`src/rtl/seven_seg_scanner.sv`:
```
// Multiplexed scan controller for a common-anode seven-segment display.
// Holds a packed BCD value, walks the digits on a prescaled tick and drives
// one active-low anode at a time with that digit's active-low segment pattern.
// New values are staged and only committed at a frame boundary so a frame is
// never drawn from two different values.
module seven_seg_scanner #(
  parameter int DIGITS   = 4,
  parameter int DIV      = 50000,
  parameter bit BLANK_LZ = 1'b1,
  localparam int CW      = $clog2(DIV),
  localparam int IW      = $clog2(DIGITS)
) (
  input  logic                  clk,
  input  logic                  rst,
  input  logic                  load,
  input  logic [4*DIGITS-1:0]   value,
  input  logic [DIGITS-1:0]     dp_in,
  output logic                  pending,
  output logic                  done,
  output logic [DIGITS-1:0]     an,
  output logic [7:0]            segment,
  output logic [IW-1:0]         dbg_idx
);

  // Load handshake: load is sampled on every rising edge and always captures
  // value/dp_in into the staging registers (latest load wins) and raises
  // pending. At frame_end, a pending value moves to the display registers,
  // done pulses for exactly one cycle and pending drops, unless a load lands
  // on that same edge, in which case the new value is staged and pending
  // stays high. There is no backpressure: load never has to wait.

  logic [CW-1:0]         cnt;
  logic [IW-1:0]         idx;
  logic                  tick;
  logic                  frame_end;
  logic [4*DIGITS-1:0]   stg_val;
  logic [DIGITS-1:0]     stg_dp;
  logic [4*DIGITS-1:0]   shd_val;
  logic [DIGITS-1:0]     shd_dp;

  logic [DIGITS-1:0]     hi_zero;
  logic                  zero_acc;
  logic [3:0]            nib;
  logic                  nib_dp;
  logic                  nib_blank;
  logic [7:0]            seg_next;
  logic [DIGITS-1:0]     an_next;

  assign tick      = (cnt == CW'(DIV - 1));
  assign frame_end = tick && (idx == IW'(DIGITS - 1));
  assign dbg_idx   = idx;

  // Prescaler and digit index: idx steps once per DIV cycles.
  always_ff @(posedge clk or posedge rst) begin
    if (rst) begin
      cnt <= '0;
      idx <= '0;
    end else if (tick) begin
      cnt <= '0;
      idx <= (idx == IW'(DIGITS - 1)) ? '0 : idx + IW'(1);
    end else begin
      cnt <= cnt + CW'(1);
    end
  end

  // Staging/display registers and the load/commit handshake.
  always_ff @(posedge clk or posedge rst) begin
    if (rst) begin
      stg_val <= '0;
      stg_dp  <= '0;
      shd_val <= '0;
      shd_dp  <= '0;
      pending <= 1'b0;
      done    <= 1'b0;
    end else begin
      done <= frame_end && pending;
      if (frame_end && pending) begin
        shd_val <= stg_val;
        shd_dp  <= stg_dp;
      end
      if (load) begin
        stg_val <= value;
        stg_dp  <= dp_in;
        pending <= 1'b1;
      end else if (frame_end) begin
        pending <= 1'b0;
      end
    end
  end

  // hi_zero[i] is set when display nibbles i..DIGITS-1 are all zero.
  always_comb begin
    hi_zero  = '0;
    zero_acc = 1'b1;
    for (int i = DIGITS - 1; i >= 0; i--) begin
      zero_acc   = zero_acc && (shd_val[4*i +: 4] == 4'd0);
      hi_zero[i] = zero_acc;
    end
  end

  // Select the current digit's nibble, dp and blanking flag, plus the anode.
  always_comb begin
    nib       = 4'd0;
    nib_dp    = 1'b0;
    nib_blank = 1'b0;
    an_next   = '1;
    for (int i = 0; i < DIGITS; i++) begin
      if (idx == IW'(i)) begin
        nib        = shd_val[4*i +: 4];
        nib_dp     = shd_dp[i];
        nib_blank  = (i != 0) && hi_zero[i];
        an_next[i] = 1'b0;
      end
    end
  end

  // Decode to active-low {dp,g,f,e,d,c,b,a}; non-BCD nibbles show blank.
  always_comb begin
    case (nib)
      4'd0:    seg_next = 8'hC0;
      4'd1:    seg_next = 8'hF9;
      4'd2:    seg_next = 8'hA4;
      4'd3:    seg_next = 8'hB0;
      4'd4:    seg_next = 8'h99;
      4'd5:    seg_next = 8'h92;
      4'd6:    seg_next = 8'h82;
      4'd7:    seg_next = 8'hF8;
      4'd8:    seg_next = 8'h80;
      4'd9:    seg_next = 8'h90;
      default: seg_next = 8'hFF;
    endcase
    if (BLANK_LZ && nib_blank) seg_next = 8'hFF;
    // The decimal point still lights on a blanked digit.
    if (nib_dp) seg_next[7] = 1'b0;
  end

  // Registered pin drivers, refreshed every cycle.
  always_ff @(posedge clk or posedge rst) begin
    if (rst) begin
      an      <= '1;
      segment <= 8'hFF;
    end else begin
      an      <= an_next;
      segment <= seg_next;
    end
  end

endmodule

```
`config.mk`:
```
export PLATFORM = sky130hd
export DESIGN_NAME = seven_seg_scanner
export DESIGN_NICKNAME = d
export VERILOG_FILES = /design/src/rtl/seven_seg_scanner.sv
export SDC_FILE = /design/constraint.sdc
export NUM_CORES = 1
export LEC_CHECK = 0
export ABC_CLOCK_PERIOD_IN_PS = 4900
export CAP_MARGIN = 40
export CORE_MARGIN = 2
export CORE_UTILIZATION = 60
export DETAILED_ROUTE_END_ITERATION = 10
export DONT_BUFFER_PORTS = 1
export PLACE_DENSITY = 0.76
export REMOVE_ABC_BUFFERS = 1
export SYNTH_ARGS = -nofsm -noshare
export SYNTH_HDL_FRONTEND = slang
export SYNTH_SLANG_ARGS = --single-unit
```
`constraint.sdc`:
```
create_clock -name clk -period 4.9 [get_ports clk]
set_clock_uncertainty 0.1 [all_clocks]
set_input_delay 1.225 -clock clk [delete_from_list [all_inputs] [get_ports clk]]
set_output_delay 1.225 -clock clk [all_outputs]
set_load 0.01 [all_outputs]
```
# After elaboration in Yosys (flattened, before gate mapping)
# Memory sizes are Yosys's and may differ from the RTL's.
# Cells that the tools add are included.
# word_totals
n_memories	1
register_bits	72
romBits	112
input_bits	23
out_inout_bits	16
# mem_list
memory	depth	width	rd	rd_ports_with_merged_regs	wr	line	rtl
(no name shown)	16	7	1	0	0	119	case (nib)
# op_classes
mux	21
add_sub_neg	2
eq_ne	4
reduce_logical	9
# ops
op	n
16-bit by 1-bit adder with 16-bit output, second input constant	1
16-bit == test, second input constant	1
16-bit 2-to-1 mux	1
4-bit 2-to-1 mux	4
1-bit 2-to-1 mux	14
4-bit zero test	3
8-bit 2-to-1 mux	1
2-bit == test, second input constant	2
1-bit logical AND	4
2-bit by 1-bit adder with 2-bit output, second input constant	1
2-bit by 1-bit == test with 1-bit output, second input constant	1
2-bit zero test	1
2-bit 2-to-1 mux	1
2-bit nonzero test	1

# Longest topological paths before layout
# Gate-level depths: netlist of the first run.
# depth
depth_word	8
ltp_mapped	10
depth_no_buf	9

# Worst setup path before layout of the first run
# Ideal clock, no wire load.
# synth_timing
path_kind	flip-flop to flip-flop
start	register cnt[4]
end	register shd_dp[3]
period_less_slack_ps	2405
t_arrival_ps	2180
slack_ps	2495
path_stages_with_launch	7
path_cell_list	dfrtp_1 > or4b_1 > or4_4 > nor2_4 > and3_4 > buf_12 > mux2_4
# synth_via
elab_chain_len	3
# synth_lines
element	line	rtl
from (decl)	32	logic [CW-1:0] cnt;
from (signal assigned)	62	cnt <= cnt + CW'(1);
16-bit == test	49	assign tick = (cnt == CW'(DIV - 1));
1-bit logical AND	50	assign frame_end = tick && (idx == IW'(DIGITS - 1));
1-bit logical AND	77	if (frame_end && pending) begin
to (signal assigned)	79	shd_dp <= stg_dp;
to (decl)	39	logic [DIGITS-1:0] shd_dp;
# No other way between the ends.
# A chain may end at the register's enable or synchronous reset.

# Worst setup path after layout of the first run
# layout_timing
start	register cnt[4]
end	register shd_val[15]
# layout_via
elab_chain_len	3
# layout_lines
element	line	rtl
16-bit == test	49	
1-bit logical AND	50	
1-bit logical AND	77	
to (signal assigned)	78	shd_val <= stg_val;
to (decl)	38	logic [4*DIGITS-1:0] shd_val;
# No other way between the ends.

==> results of run 1 <==
## synth_stat cells, drive strengths merged, types with 3 or more instances
cell type / number
and3: 3
xnor2: 4
clkbuf: 3
o21ai: 7
a21oi: 4
nor2: 15
nor3: 3
nand3: 8
o211ai: 5
nand4: 3
xor2: 10
dfrtp: 60
dfstp: 12
ha: 6
nand2: 15
inv: 9
buf: 3
and4: 3
mux2: 41
## registers in the layout, indices dropped and copies added (netlist names)
register  cells
an            4
shd_val      16
pending       1
segment       8
shd_dp        4
done          1
cnt          16
stg_dp        4
stg_val      16
dbg_idx       2
## worst max-delay path: stages, from the launching register on
cell and delay (ns):
dfrtp_1 0.41, or4b_1 0.52, or4_4 0.50, nor2_4 0.29, and3_4 0.50, mux2_2 0.38
## logic make-up after synthesis
logic type	after synthesis	synth area share, %
AOI/OAI and AO/OA	30	6.39
adders and majority gates	6	2.37
buffers and inverters	16	2.92
muxes	42	17.1
xor gates and xnor gates	14	3.86
DFF	72	57.3
and+or+nand+nor	60	10.1
## area by class of cell
type,count,share of cell area [%]
Tap cell,70,2.55
Clock inverter,5,2.33
Multi-Input combinational cell,152,36.8
Clock buffer,11,4.12
Inverter,10,1.09
Sequential cell,72,52.9
Timing Repair Buffer,1,0.219
## final timing paths
check                               start  cells past startpoint  slack [ns]           to
worst max-delay path               cnt[4]                      5        2.08  shd_val[15]
worst min register to register  shd_dp[3]                      1        0.31   segment[7]
min in group asynchronous             rst                      1        0.79  shd_val[14]
worst min-delay path            shd_dp[3]                      1        0.31   segment[7]
max in group asynchronous             rst                      2        2.97        an[1]
worst max register to register     cnt[4]                      5        2.08  shd_val[15]
## metrics by stage
step           power [mW]  setup slack [ns]  hold WS (ns)  instances
4_1_cts              1.18              2.06         0.312        321
3_5_place_dp        0.663              2.08         0.308        305
5_1_grt              1.21              1.95         0.355        321
2_1_floorplan       0.654              1.77         0.289        234
6_report             1.16              2.08         0.311        321
3_3_place_gp        0.661              2.11         0.310        305
## report_power, final
part	leakage (nW)	internal [mW]	switching (mW)
Clock	0.106	0.300	0.212
Combinational	0.518	0.0160	0.0144
Sequential	0.898	0.611	0.00897
## metal layers
layer	wire, um	vias up	global-route usage [%]
li1	-	867	-
met5	0	-	0
met4	84	0	9.27
met3	214	11	6.00
met1	2480	902	27.5
met2	2550	40	28.8
==> flow_metrics.py, run 1 <==
metrics = {
    "status": {
        "status": "completed",
    },
    "sta": {
        "period_share_pct": 57.6,
        "rsz0062_at_grt": "false",
        "setup_tns_ns": 0,
        "timing.final.hold_violations": 0,
        "setup_viol": 0,
        "timing.slew.headroom_pct": 47.5,
        "period_needed_ns": 2.82,
        "max_freq_mhz": 354,
        "maxSlewViolCount": 0,
        "worstMarginPinSlew_ns": 0.784,
    },
    "cells_and_area": {
        "postLayoutCellArea_sq_um": 3430,
        "nets": 275,
        "fillers": 393,
        "areaGrowthSynthToFinish_pct": 8.24,
        "finish.utilization_pct": 67.2,
        "final_cell_mix": "dfrtp_1, mux2_2, mux2_4",
        "seqCellArea_sq_um": 1820,
        "antennaDiodeCount": 0,
        "multi_input_area_sq_um": 1260,
        "layout-drive-gt1-share_pct": 29.9,
        "final_common_cell": "dfrtp_1",
    },
    "placement": {
        "port_buffers": 0,
        "place.gp.congestion": 0.807,
        "dp_hpwl_mm": 3.61,
        "placed_cell_area_sq_um": 3210,
    },
    "power": {
        "vdd_ir_drop_max_mv": 0.256,
        "p_leak_nw": 1.52,
        "p_per_area_nw_per_um2": 338,
    },
    "synthesis": {
        "ys.flop_type": "dfrtp_1",
        "synth_edf_count": 0,
        "synth.top_cell.area_share_pct": 47.3,
        "syn-cell-area_sq_um": 3170,
        "postSynth.asyncResetShare_pct": 100,
        "postSynthCellCount": 240,
        "ys_types": 44,
        "yosysTopAreaCell": "dfrtp_1",
        "syn_avg_cell_area_sq_um": 13.2,
        "yosys_warnings": 0,
        "yosysSeqAreaShare_pct": 57.3,
        "ys_seq_elements": 72,
        "synth.area.top_cells": "dfrtp_1, dfstp_2, mux2_4, mux2_2, xor2_1",
    },
    "cts": {
        "clock-root-buffer": "clkbuf_8",
        "cts_setup_buffers": 0,
        "cts_hold_buffers": 0,
        "cts_tree": "built",
        "clk_pin_slew_ns": 0.08,
        "numCtsBuffers": 9,
        "h-tree-depth": 3,
        "clock_latency_ns": 0.34,
        "cts_resized": 0,
        "cts_max_path_buffers": 2,
        "cts_sinks": 72,
    },
    "detailed_routing": {
        "dr_total_vias": 1820,
        "wire_per_inst_um": 16.6,
        "firstDrtPassIters": 4,
        "drtIter0Drc": 74,
        "postRouteAntennaNets": 0,
        "drc": 0,
        "drt-total-wl_mm": 5.32,
        "viasPerCell": 5.67,
    },
    "setup_path": {
        "crit_arrival_ns": 2.95,
        "cp.required_ns": 5.03,
        "crit_type": "register to register",
        "startpoint_type": "register",
        "end_kind": "register",
        "crit_fanout": 21,
    },
    "worst_hold_path": {
        "worstHoldPathType": "register to register",
    },
    "die": {
        "fp-row-count": 26,
        "start_util_pct": 62.1,
        "die_area_sq_um": 5890,
        "die_h_um": 76.7,
        "fp.dieW_um": 76.7,
        "num_io_pins": 39,
        "core_sq_um": 5110,
    },
    "global_route": {
        "grt_pass1_vias": 1855,
        "grt_overflow": 0,
        "grt_pass1_wl_mm": 9.01,
        "grt_max_degree": 38,
        "grt_usage_pct": 19.8,
        "antenna_found_initial": 0,
    },
    "run": {
        "cap_violations": 0,
    },
}
Note: power is estimated with default switching activity, not from simulation.
==> inputs of run 2 (changes only) <==
ABC_CLOCK_PERIOD_IN_PS = 2600   (was 4900)
clock period = 2.6 ns   (was 4.9 ns; I/O delays follow)
==> run 2 against run 1 <==
Final cell count up 2.2%. Utilization up 1.6 points. First-iteration DRC count is 4.1% higher. Combinational power is 97% higher. Die area did not move. Total power increased by 88%. Clock-buffer cell count unchanged. Non-clock buffer count is 8 higher. Via count grew 0.71%. Sequential power increased by 89%. Maximum frequency up 13%. Largest cell class unchanged.
==> flow_metrics.py, run 2 (same netlist as run 1, synthesis figures left out) <==
metrics = {
    "cells_and_area": {
        "stdcell_count": 328,
        "antennaDiodeCount": 0,
        "layout-drive-gt1-share_pct": 31.8,
        "finish.utilization_pct": 68.9,
        "final_cell_mix": "dfrtp_1, mux2_2, mux2_4",
        "areaGrowthSynthToFinish_pct": 10.8,
        "reg_top3": "cnt (16), shd_val (16), stg_val (16)",
        "nets": 283,
        "final_common_cell": "dfrtp_1",
    },
    "sta": {
        "max_freq_mhz": 402,
        "hold_slack_ns": 0.144,
        "period_share_pct": 95.7,
        "setup_viol": 0,
        "period_needed_ns": 2.49,
        "maxSlewViolCount": 0,
        "worstMarginPinSlew_ns": 0.511,
        "rsz0062_at_grt": "false",
        "timing.final.hold_violations": 0,
        "timing.slew.headroom_pct": 65.9,
    },
    "cts": {
        "numCtsBuffers": 9,
        "cts_setup_buffers": 0,
        "cts_hold_buffers": 0,
        "clock_latency_ns": 0.35,
        "clock-root-buffer": "clkbuf_8",
        "h-tree-depth": 3,
        "cts_resized": 0,
        "clk_pin_slew_ns": 0.07,
        "cts_max_path_buffers": 2,
        "cts_tree": "built",
        "cts_sinks": 72,
    },
    "setup_path": {
        "crit_type": "register to register",
        "crit_family": "simple AND/OR/NAND/NOR gates",
        "cp_num_buf_inv": 1,
        "crit_arrival_ns": 2.63,
        "end_kind": "register",
        "crit_chain": "or4b_1 -> or4_4 -> nor2_4 -> and3_4 -> buf_12 -> mux2_2",
        "critPathSlowestCell": "or4b_1",
        "crit_fanout": 20,
        "cp.required_ns": 2.74,
        "startpoint_type": "register",
        "max_stage_delay_ns": 0.52,
    },
    "die": {
        "die_h_um": 76.7,
        "start_util_pct": 62.1,
        "fp.dieW_um": 76.7,
        "die_area_sq_um": 5890,
        "core_sq_um": 5110,
        "num_io_pins": 39,
        "fp-row-count": 26,
    },
    "detailed_routing": {
        "wire_per_inst_um": 16.4,
        "dr_total_vias": 1833,
        "postRouteAntennaNets": 0,
        "viasPerCell": 5.59,
        "firstDrtPassIters": 4,
        "drc": 0,
        "drtIter0Drc": 77,
        "drt-total-wl_mm": 5.37,
    },
    "worst_hold_path": {
        "worstHoldPathType": "primary input to asynchronous set/reset pin",
    },
    "global_route": {
        "antenna_found_initial": 0,
        "grt_pass1_wl_mm": 9.49,
        "grt_pass1_vias": 1933,
        "grt_usage_pct": 21.3,
        "grt_overflow": 0,
        "grt_max_degree": 73,
    },
    "placement": {
        "port_buffers": 0,
        "dp_hpwl_mm": 3.73,
        "dp_cells": 312,
        "place.gp.congestion": 0.882,
    },
    "power": {
        "totalPowerFinal_mw": 2.19,
        "p_leak_nw": 1.57,
        "vdd_ir_drop_max_mv": 0.426,
        "p_per_area_nw_per_um2": 622,
    },
    "status": {
        "status": "completed",
    },
    "run": {
        "cap_violations": 0,
    },
}
[run 2: cell count changes in the layout (fill, tap and decap cells not counted), sizes merged]
cell	previous run	this run
inv	9	10
buf	1	9
clkinvlp	2	0
[run 2: metal layers]
layer	vias to the layer above	global-route usage (%)	wire length [um]
met5	-	0	0
met4	0	9.27	126
met3	11	9.06	336
met2	42	32.3	2570
met1	904	26.7	2330
li1	876	-	-
[run 2: power by group]
| group | switching [mW] | total (mW) | internal, mW |
|---|---|---|---|
| clock network | 0.394 | 0.960 | 0.566 |
| logic | 0.0275 | 0.0599 | 0.0323 |
| registers | 0.0159 | 1.17 | 1.15 |
[run 2: final timing paths]
check / startpoint / endpoint / slack, ns / cells past startpoint
min in group clk: load / pending / 0.30 / 1
max in group asynchronous: rst / segment[2] / 1.90 / 2
min: rst / cnt[2] / 0.14 / 2
min reg2reg: shd_dp[3] / segment[7] / 0.35 / 1
max reg2reg: cnt[4] / shd_val[15] / 0.11 / 6
max: cnt[4] / shd_val[15] / 0.11 / 6
[run 2: through the flow]
step / setup TNS (ns) / area (sq um) / setup slack, ns
6_report: 0 / 3520 / 0.111
5_1_grt: 0 / 3520 / 0.0441
4_1_cts: 0 / 3510 / 0.102
3_5_place_dp: 0 / 3290 / 0.111
3_3_place_gp: 0 / 3290 / 0.132
2_1_floorplan: -0.0290 / 3120 / -0.0290
[run 2: layout make-up]
cell class,instances,area (sq um)
Clock buffer,11,141
Timing Repair Buffer,9,92.6
Tap cell,70,87.6
Fill cell,371,1590
Inverter,10,37.5
Clock inverter,4,77.6
Sequential cell,72,1820
Multi-Input combinational cell,152,1260
[run 2: worst register-to-register path: cells and delay by family (launching register included)]
family,cells,cell delay (ns)
DFF,1,0.41
muxes,1,0.35
and+or+nand+nor,4,1.34
buffers and inverters,1,0.19
==> inputs of run 3 (changes only) <==
ABC_AREA = 1   (was not set)
==> run 3 against run 2 <==
Final area up 3.2%. Sequential cell count did not move. Via count is 39% higher. Final cell count increased by 50%. Utilization decreased by 2.9 points. Area after synthesis grew 7.4%. Wire length up 16%. Critical endpoint is now segment[3]. Clock power down 12%.
==> flow_metrics.py, run 3 <==
metrics = {
    "sta": {
        "period_share_pct": 93.1,
        "timing.slew.headroom_pct": 60.7,
        "setup_viol": 0,
        "setup_tns_ns": 0,
        "rsz0062_at_grt": "false",
        "maxSlewViolCount": 0,
        "period_needed_ns": 2.42,
        "max_freq_mhz": 413,
        "worstMarginPinSlew_ns": 0.589,
        "timing.final.hold_violations": 0,
        "hold_slack_ns": 0.176,
    },
    "global_route": {
        "antenna_found_initial": 0,
        "use_met3_pct": 3.96,
        "grt_pass1_wl_mm": 10.9,
        "met1_usage_pct": 29.3,
        "grt_usage_pct": 22.4,
        "grt_pass1_vias": 2447,
        "global_route.peak_usage_layer": "met2",
        "grt_max_degree": 41,
        "grt_overflow": 0,
        "use_met2_pct": 36.6,
    },
    "setup_path": {
        "rr_startpoint": "dbg_idx[0]",
        "cpMostUsedCell": "nand2_1",
        "crit_fanout": 9,
        "crit_start": "dbg_idx[0]",
        "crit_type": "register to register",
        "crit_chain": "inv_1 -> ha_1 -> inv_2 -> nor2_2 -> nor2_1 -> a21oi_4 -> inv_1 -> ha_1 -> or2_1 -> nand2_1 -> nand2_1 -> nand2_1",
        "end_kind": "register",
        "startpoint_type": "register",
        "critPathSlowestCell": "dfrtp_1",
        "max_stage_delay_ns": 0.46,
        "crit_arrival_ns": 2.59,
        "cp.required_ns": 2.77,
    },
    "cells_and_area": {
        "layout-drive-gt1-share_pct": 11.4,
        "reg_top3": "cnt (16), shd_val (16), stg_val (16)",
        "final_common_cell": "nand2_1",
        "fillers": 494,
        "finish.utilization_pct": 65.9,
        "antennaDiodeCount": 0,
        "nets": 444,
        "final_cell_mix": "nand2_1, dfrtp_1, nand3_1",
        "areaGrowthSynthToFinish_pct": 6.53,
    },
    "synthesis": {
        "syn-cell-area_sq_um": 3410,
        "ys.flop_type": "dfrtp_1",
        "yosysSeqAreaShare_pct": 53.3,
        "syn_avg_cell_area_sq_um": 8.25,
        "yosys_warnings": 0,
        "yosysMostFrequentCell": "nand2_1",
        "ys_top_cells_by_count": "nand2_1, dfrtp_1, nand3_1",
        "synth_edf_count": 0,
        "yosysTopAreaCell": "dfrtp_1",
        "synth.area.top_cells": "dfrtp_1, nand2_1, dfstp_2, nand3_1, nor2_1",
        "postSynthCellCount": 413,
        "synth.top_cell.area_share_pct": 44.1,
        "ys_types": 37,
        "ys_seq_elements": 72,
        "postSynth.asyncResetShare_pct": 100,
    },
    "detailed_routing": {
        "drtIter0Drc": 158,
        "drc": 0,
        "dr_total_vias": 2544,
        "drt-total-wl_mm": 6.21,
        "wire_per_inst_um": 12.6,
        "firstDrtPassIters": 5,
        "postRouteAntennaNets": 0,
        "viasPerCell": 5.17,
    },
    "die": {
        "start_util_pct": 61.9,
        "die_area_sq_um": 6300,
        "fp-row-count": 27,
        "num_io_pins": 39,
        "die_h_um": 79.4,
        "core_sq_um": 5510,
        "fp.dieW_um": 79.4,
    },
    "power": {
        "p_per_area_nw_per_um2": 569,
        "vdd_ir_drop_max_mv": 0.421,
        "p_leak_nw": 2.03,
    },
    "placement": {
        "port_buffers": 0,
        "place.gp.congestion": 0.874,
        "dp_hpwl_mm": 4.42,
    },
    "cts": {
        "cts_sinks": 72,
        "h-tree-depth": 3,
        "cts_hold_buffers": 0,
        "cts_resized": 0,
        "clock-root-buffer": "clkbuf_8",
        "clock_latency_ns": 0.33,
        "clk_pin_slew_ns": 0.07,
        "cts_tree": "built",
        "cts_max_path_buffers": 2,
        "numCtsBuffers": 9,
        "cts_setup_buffers": 0,
    },
    "status": {
        "status": "completed",
    },
    "run": {
        "cap_violations": 0,
    },
    "worst_hold_path": {
        "worstHoldPathType": "primary input to asynchronous set/reset pin",
    },
}
run 3: changes by cell type after synthesis, moves of 4 or more:
cell / previous run / this run
nand3_1: 8 / 38
inv_1: 9 / 28
buf_6: 0 / 4
nand2_1: 15 / 170
mux2_4: 19 / 0
nor2_1: 14 / 31
inv_2: 0 / 7
a21oi_1: 4 / 9
mux2_2: 22 / 0
xnor2_1: 4 / 0
o211ai_1: 5 / 1
run 3: final cells by class:
class	count	area (sq um)	area share, %
tap	72	90.1	2.48
clock inverter	4	45.0	1.24
inverter	36	135	3.72
timing repair buffer	3	22.5	0.620
sequential	72	1820	50.0
clock buffer	12	145	4.00
multi-input combinational	293	1380	37.9
run 3: worst paths after layout:
| kind | cells after the start | slack (ns) | endpoint |
|---|---|---|---|
| setup / recovery | 12 | 0.18 | segment[3] |
| hold / removal | 2 | 0.18 | done |
| setup reg to reg | 12 | 0.18 | segment[3] |
| hold reg to reg | 1 | 0.32 | segment[7] |
| max in group asynchronous | 2 | 1.81 | segment[4] |
| min in group clk | 1 | 0.32 | segment[7] |
run 3: per-layer routing:
layer,part of all wire (%),vias to the layer above
li1,-,1288
met1,46,1195
met2,49,51
met3,3.4,10
met4,1.6,0
met5,0,-
run 3: metrics by stage:
step / power [mW] / worst slack, ns / instance area [sq um] / cells
floorplan: 1.22 / 0.0449 / 3330 / 401
global placement: 1.24 / 0.320 / 3440 / 476
detailed placement: 1.24 / 0.224 / 3440 / 476
CTS: 2.09 / 0.201 / 3630 / 492
global route: 2.15 / 0.0240 / 3630 / 492
finish: 2.07 / 0.178 / 3630 / 492
run 3: worst max-delay path, delay by kind of cell (launching register included):
| kind | cells | cell delay [ns] |
|---|---|---|
| AND/OR/NAND/NOR | 6 | 0.59 |
| AO/OA/AOI/OAI | 1 | 0.23 |
| buffers and inverters | 3 | 0.36 |
| adder cells (fa/ha/maj) | 2 | 0.62 |
| flip-flops | 1 | 0.46 |
run 3: report_power, final:
group	switching (mW)	internal (mW)	total (mW)
Sequential	0.0148	1.15	1.16
Combinational	0.0397	0.0154	0.0551
Clock	0.384	0.466	0.849
Total	0.438	1.63	2.07
run 3: logic make-up after synthesis:
family | Yosys count | share of synthesized area (%)
simple gates | 261 | 32.9
compound gates | 19 | 3.45
fa+ha+maj | 6 | 2.20
xor+xnor | 7 | 1.80
buf+inv | 48 | 6.31
flops | 72 | 53.3
